[config.mk]
export PLATFORM = sky130hd
export DESIGN_NAME = elevator_car_ctrl
export DESIGN_NICKNAME = d
export VERILOG_FILES = /design/src/rtl/elevator_pkg.sv /design/src/rtl/car_timer.sv /design/src/rtl/elevator_car_ctrl.sv
export SDC_FILE = /design/constraint.sdc
export NUM_CORES = 1
export LEC_CHECK = 0
export BUFFER_PORTS_ARGS = -buffer_cell sky130_fd_sc_hd__buf_2
export CORE_MARGIN = 2
export CORE_UTILIZATION = 45
export DETAILED_ROUTE_END_ITERATION = 7
export PLACE_DENSITY_LB_ADDON = 0.25
export SKIP_CTS_REPAIR_TIMING = 1
export SLEW_MARGIN = 20
export SYNTH_ARGS = -nofsm -noshare
export SYNTH_HDL_FRONTEND = slang
export SYNTH_SLANG_ARGS = --single-unit
[constraint.sdc]
create_clock -name clk -period 3.8 [get_ports clk]
set_input_delay 0.76 -clock clk [delete_from_list [all_inputs] [get_ports clk]]
set_output_delay 0.76 -clock clk [all_outputs]
set_load 0.1 [all_outputs]
[src/rtl/elevator_pkg.sv]
// Shared types for the elevator car controller: floor index, travel direction
// and the per-car motion state.
package elevator_pkg;

    localparam int unsigned NUM_FLOORS_DEFAULT = 10;

    typedef logic [3:0] floor_t;

    typedef enum logic {
        DOWN = 1'b0,
        UP   = 1'b1
    } dir_t;

    typedef enum logic [1:0] {
        IDLE,
        MOVE,
        ARRIVE,
        DOOR
    } car_state_e;

endpackage

[src/rtl/car_timer.sv]
// Up-counter with synchronous clear and a terminal-count flag; the parent
// selects the terminal value per phase (floor travel or door dwell).
module car_timer #(
    parameter int unsigned WIDTH = 8
) (
    input  logic             clk,
    input  logic             rst_n,
    input  logic             clr_i,
    input  logic             en_i,
    input  logic [WIDTH-1:0] term_i,
    output logic             tc_o
);

    logic [WIDTH-1:0] count_q;
    logic [WIDTH-1:0] count_d;

    always_comb begin
        count_d = count_q;
        if (clr_i) begin
            count_d = '0;
        end else if (en_i) begin
            count_d = count_q + WIDTH'(1);
        end
    end

    always_ff @(posedge clk or negedge rst_n) begin
        if (!rst_n) begin
            count_q <= '0;
        end else begin
            count_q <= count_d;
        end
    end

    assign tc_o = (count_q == term_i);

endmodule

[src/rtl/elevator_car_ctrl.sv]
// Per-car motion controller: moves floor by floor toward CCU targets, dwells
// with the door open, pulses `served`. Option macro: CAR_DOOR_REOPEN_EN.
module elevator_car_ctrl
    import elevator_pkg::*;
#(
    parameter int unsigned NUM_FLOORS          = NUM_FLOORS_DEFAULT,
    parameter int unsigned FLOOR_TRAVEL_CYCLES = 8,
    parameter int unsigned DOOR_DWELL_CYCLES   = 16
) (
    input  logic                  clk,
    input  logic                  rst_n,
    input  logic [NUM_FLOORS-1:0] floors_to_visit,
    input  logic                  door_obstruct,
    output logic [3:0]            current_floor,
    output logic                  direction,
    output logic                  idle,
    output logic                  door_open,
    output logic [NUM_FLOORS-1:0] served
);

    localparam int unsigned MAX_CYC = (FLOOR_TRAVEL_CYCLES > DOOR_DWELL_CYCLES) ?
                                      FLOOR_TRAVEL_CYCLES : DOOR_DWELL_CYCLES;
    localparam int unsigned TW      = (MAX_CYC < 2) ? 1 : $clog2(MAX_CYC);
    localparam floor_t      TOP     = floor_t'(NUM_FLOORS - 1);

    car_state_e state_q, state_d;
    floor_t     floor_q, floor_d;
    dir_t       dir_q, dir_d;
    logic       first_q, first_d;

    logic          above, below, here;
    logic          ahead, opposite;
    logic          obstruct;
    logic          timer_clr, timer_en, timer_tc;
    logic [TW-1:0] timer_term;

`ifdef CAR_DOOR_REOPEN_EN
    assign obstruct = door_obstruct;
`else
    logic unused_obstruct;
    assign unused_obstruct = door_obstruct;
    assign obstruct        = 1'b0;
`endif

    always_comb begin
        above = 1'b0;
        below = 1'b0;
        here  = 1'b0;
        for (int unsigned i = 0; i < NUM_FLOORS; i++) begin
            if (floors_to_visit[i]) begin
                if (i > 32'(floor_q)) above = 1'b1;
                if (i < 32'(floor_q)) below = 1'b1;
                if (i == 32'(floor_q)) here = 1'b1;
            end
        end
    end

    assign ahead      = (dir_q == UP) ? above : below;
    assign opposite   = (dir_q == UP) ? below : above;
    assign timer_term = (state_q == DOOR) ? TW'(DOOR_DWELL_CYCLES - 1)
                                          : TW'(FLOOR_TRAVEL_CYCLES - 1);

    car_timer #(
        .WIDTH (TW)
    ) u_timer (
        .clk    (clk),
        .rst_n  (rst_n),
        .clr_i  (timer_clr),
        .en_i   (timer_en),
        .term_i (timer_term),
        .tc_o   (timer_tc)
    );

    always_ff @(posedge clk or negedge rst_n) begin
        if (!rst_n) begin
            state_q <= IDLE;
            floor_q <= '0;
            dir_q   <= UP;
            first_q <= 1'b0;
        end else begin
            state_q <= state_d;
            floor_q <= floor_d;
            dir_q   <= dir_d;
            first_q <= first_d;
        end
    end

    always_comb begin
        state_d   = state_q;
        floor_d   = floor_q;
        dir_d     = dir_q;
        timer_clr = 1'b1;
        timer_en  = 1'b0;
        case (state_q)
            IDLE: begin
                if (here) begin
                    state_d = DOOR;
                end else if (above) begin
                    dir_d   = UP;
                    state_d = MOVE;
                end else if (below) begin
                    dir_d   = DOWN;
                    state_d = MOVE;
                end
            end
            MOVE: begin
                timer_clr = 1'b0;
                timer_en  = 1'b1;
                if (timer_tc) begin
                    timer_clr = 1'b1;
                    timer_en  = 1'b0;
                    state_d   = ARRIVE;
                    if (dir_q == UP && floor_q != TOP) begin
                        floor_d = floor_q + floor_t'(1);
                    end else if (dir_q == DOWN && floor_q != '0) begin
                        floor_d = floor_q - floor_t'(1);
                    end
                end
            end
            ARRIVE: begin
                if (here) begin
                    state_d = DOOR;
                end else if (ahead) begin
                    state_d = MOVE;
                end else begin
                    state_d = IDLE;
                end
            end
            DOOR: begin
                timer_clr = 1'b0;
                timer_en  = 1'b1;
                // An obstruction restarts the dwell and outranks a terminal count.
                if (obstruct) begin
                    timer_clr = 1'b1;
                    timer_en  = 1'b0;
                end else if (timer_tc) begin
                    timer_clr = 1'b1;
                    timer_en  = 1'b0;
                    if (ahead) begin
                        state_d = MOVE;
                    end else if (opposite) begin
                        dir_d   = (dir_q == UP) ? DOWN : UP;
                        state_d = MOVE;
                    end else begin
                        state_d = IDLE;
                    end
                end
            end
            default: state_d = IDLE;
        endcase
        if (floor_d == '0) begin
            dir_d = UP;
        end else if (floor_d == TOP) begin
            dir_d = DOWN;
        end
        first_d = (state_d == DOOR) && (state_q != DOOR);
    end

    always_comb begin
        current_floor = floor_q;
        direction     = (dir_q == UP);
        idle          = (state_q == IDLE);
        door_open     = (state_q == DOOR);
        served        = '0;
        for (int unsigned i = 0; i < NUM_FLOORS; i++) begin
            served[i] = door_open && first_q && (i == 32'(floor_q));
        end
    end

endmodule

==> results.cfg <==
[die]
die_h_um = 63.4
core_um2 = 3360
row_count = 21
die_x_um = 63.4
start_util_pct = 47.2
pin_count = 30
die_area_um2 = 4020

[worst_setup_path]
crit_path_frequent_cell = inv_1
cpPeakStageDelay_ns = 0.46
crit_fanout = 8
arrival_ns = 2.17
crit_chain = inv_1 > ha_1 > inv_1 > nor4_2 > buf_2
critPathTopFamily = buffers and inverters
cp.required_ns = 3.04
startpoint_type = flip-flop
cp_slowest_cell = buf_2
worst_setup_path_end_kind = output pin
crit_type = flip-flop to output pin
cp_num_buf_inv = 3

[global_routing]
grt_pass1_vias = 1510
grt_pass1_wl_um = 7180
antenna_found_initial = 0
grt_max_degree = 20
grt_overflow_total = 0
grt_use_total_pct = 22.0

[clock_tree]
cts.sinks = 12
clkSlewWorstSetupHoldPaths_ns = 0.09
root_buffer = clkbuf_4
clock_latency_ns = 0.28
cts.path.max_buffers = 2
cts_tree = built
cts_buffers = 3
cts_max_level = 1

[power_and_ir_drop]
total_power_uw = 915
p_leak_nw = 0.754
powerDensity_nw_per_um2 = 496
peakVddDrop_uv = 226

[finish]
regArea_um2 = 302
multi_input_comb_area_um2 = 1220
nNetsFinal = 246
areaGrowthSynthToFinish_pct = 16.0
nFillCells = 331
finish.utilization_pct = 54.8
drive_gt1_share_pct = 29.1
antenna_cells = 0
stdcell_count = 269

[routing]
avgViaCountPerCell = 6.07
ant_nets = 0
drc = 0
wirelength_um = 4020
wire_per_inst_um = 14.9
num_vias = 1632
dr.pass1.iters = 4
drtIter0Drc = 138

[sta]
slew_headroom_pct = 61.9
clock.fmax_mhz = 341
fin_skew_ns = 0.00414
fin_tns_setup_ns = 0
setup_ws_ns = 0.867
rsz0062_at_grt = false
worstMarginPinSlew_ns = 0.572
hold_viol = 0
slew_violations = 0
period_needed_ns = 2.93
finalSetupViolCount = 0
min_period_over_period_pct = 77.2

[synth]
ys_seq_area_share_pct = 19.0
avgSynthCellArea_um2 = 8.03
syn_nets = 220
synth_area_leaders = dfrtp_1 (17%), ha_1 (7.1%), a21oi_1 (4.1%)
ys_async_sr_fraction_pct = 100
syn_inst = 198
ys_warn_count = 0
yosys-top-cells-count = nand2_1 (15), a21oi_1 (13), dfrtp_1 (11), nor2_1 (11), inv_1 (10)
syn_area_um2 = 1590
yosysUniqueCellTypes = 67
synth.largest_area_cell = dfrtp_1
yosysMostFrequentCell = nand2_1
synth_edf_count = 0
synth_top_area_share_pct = 17.3
synth_flop_cell = dfrtp_1
synth-seq-cells = 12

[placement]
port_buffers = 28
globalplace.congestion = 0.863
dp.cells = 265
pre_cts_ws_ns = 1.17
hpwl_um = 2980

[job]
drv_cap = 0

[min_path]
hp-class = primary input to async pin

[run_status]
outcome = complete, no violations
## final timing paths
path / start / endpoint / slack [ns] / depth (start not counted)
max: current_floor[1] / served[8] / 0.87 / 5
min: rst_n / current_floor[0] / 0.35 / 1
max reg2reg: current_floor[0] / first_q / 1.13 / 9
min reg2reg: u_timer.count_q[0] / u_timer.count_q[0] / 0.49 / 1
max in group asynchronous: rst_n / direction / 3.16 / 1
min in group clk: u_timer.count_q[0] / u_timer.count_q[0] / 0.49 / 1
## routing by layer
layer | vias to the layer above | track usage [%] | share of wire (%)
li1 | 817 | - | -
met4 | 0 | 6.25 | 1.3
met2 | 60 | 35.0 | 46
met3 | 4 | 3.39 | 6.0
met1 | 751 | 30.7 | 47
met5 | - | 0 | 0
## cells by family (layout without fill, tap and decap cells)
group | Yosys count | count (layout) | share of synthesized area, %
buffers and inverters | 24 | 49 | 7.09
flip-flops | 12 | 12 | 19.0
AO/OA/AOI/OAI | 69 | 69 | 33.1
AND/OR/NAND/NOR | 78 | 78 | 29.7
multiplexers | 2 | 2 | 1.34
XOR/XNOR | 4 | 4 | 2.68
adder cells (fa/ha/maj) | 9 | 9 | 7.09
## cells in the final DEF (no fill, tap or decap), types with 2 or more instances in the layout
| cell type | n |
|---|---|
| o21ai_1 | 3 |
| a21oi_1 | 13 |
| nand2_1 | 15 |
| and3_1 | 4 |
| a22oi_2 | 2 |
| or3_4 | 2 |
| nor4_2 | 9 |
| nand3_1 | 4 |
| buf_4 | 5 |
| nand2b_1 | 3 |
| a21boi_0 | 2 |
| o211ai_1 | 5 |
| a311oi_1 | 3 |
| a22o_1 | 2 |
| nor3_1 | 6 |
| clkbuf_4 | 3 |
| ha_1 | 9 |
| o21ai_0 | 9 |
| a31oi_1 | 3 |
| nand4_1 | 3 |
| o2111ai_1 | 4 |
| dfrtp_1 | 11 |
| a21o_1 | 3 |
| inv_1 | 10 |
| xnor2_1 | 3 |
| nor2_1 | 11 |
| o22ai_1 | 2 |
| and2_1 | 6 |
| nor4b_2 | 3 |
| buf_2 | 28 |
| or3_1 | 2 |
## state kept, by name, indices dropped and copies added, names as in the netlist
signal	cells
current_floor	4
u_timer.count_q	4
state_q	2
direction	1
first_q	1
## where the power goes
part,switching [mW],internal [mW]
Sequential,0.0341,0.161
Clock,0.0509,0.0583
Combinational,0.410,0.202
## stage by stage
stage                     hold WS, ns  instance area (um^2)
after floorplan                 0.453                  1640
after global placement          0.473                  1810
after detailed placement        0.479                  1810
after CTS                       0.355                  1840
after global routing            0.362                  1840
final                           0.349                  1840
## final cells by class
class / instances / area share, %
Multi-Input combinational cell: 162 / 66.5
Sequential cell: 12 / 16.4
Clock buffer: 4 / 1.97
Inverter: 12 / 2.44
Timing Repair Buffer: 33 / 9.64
Tap cell: 46 / 3.12
No activity file was read; power rests on OpenSTA's default activity.
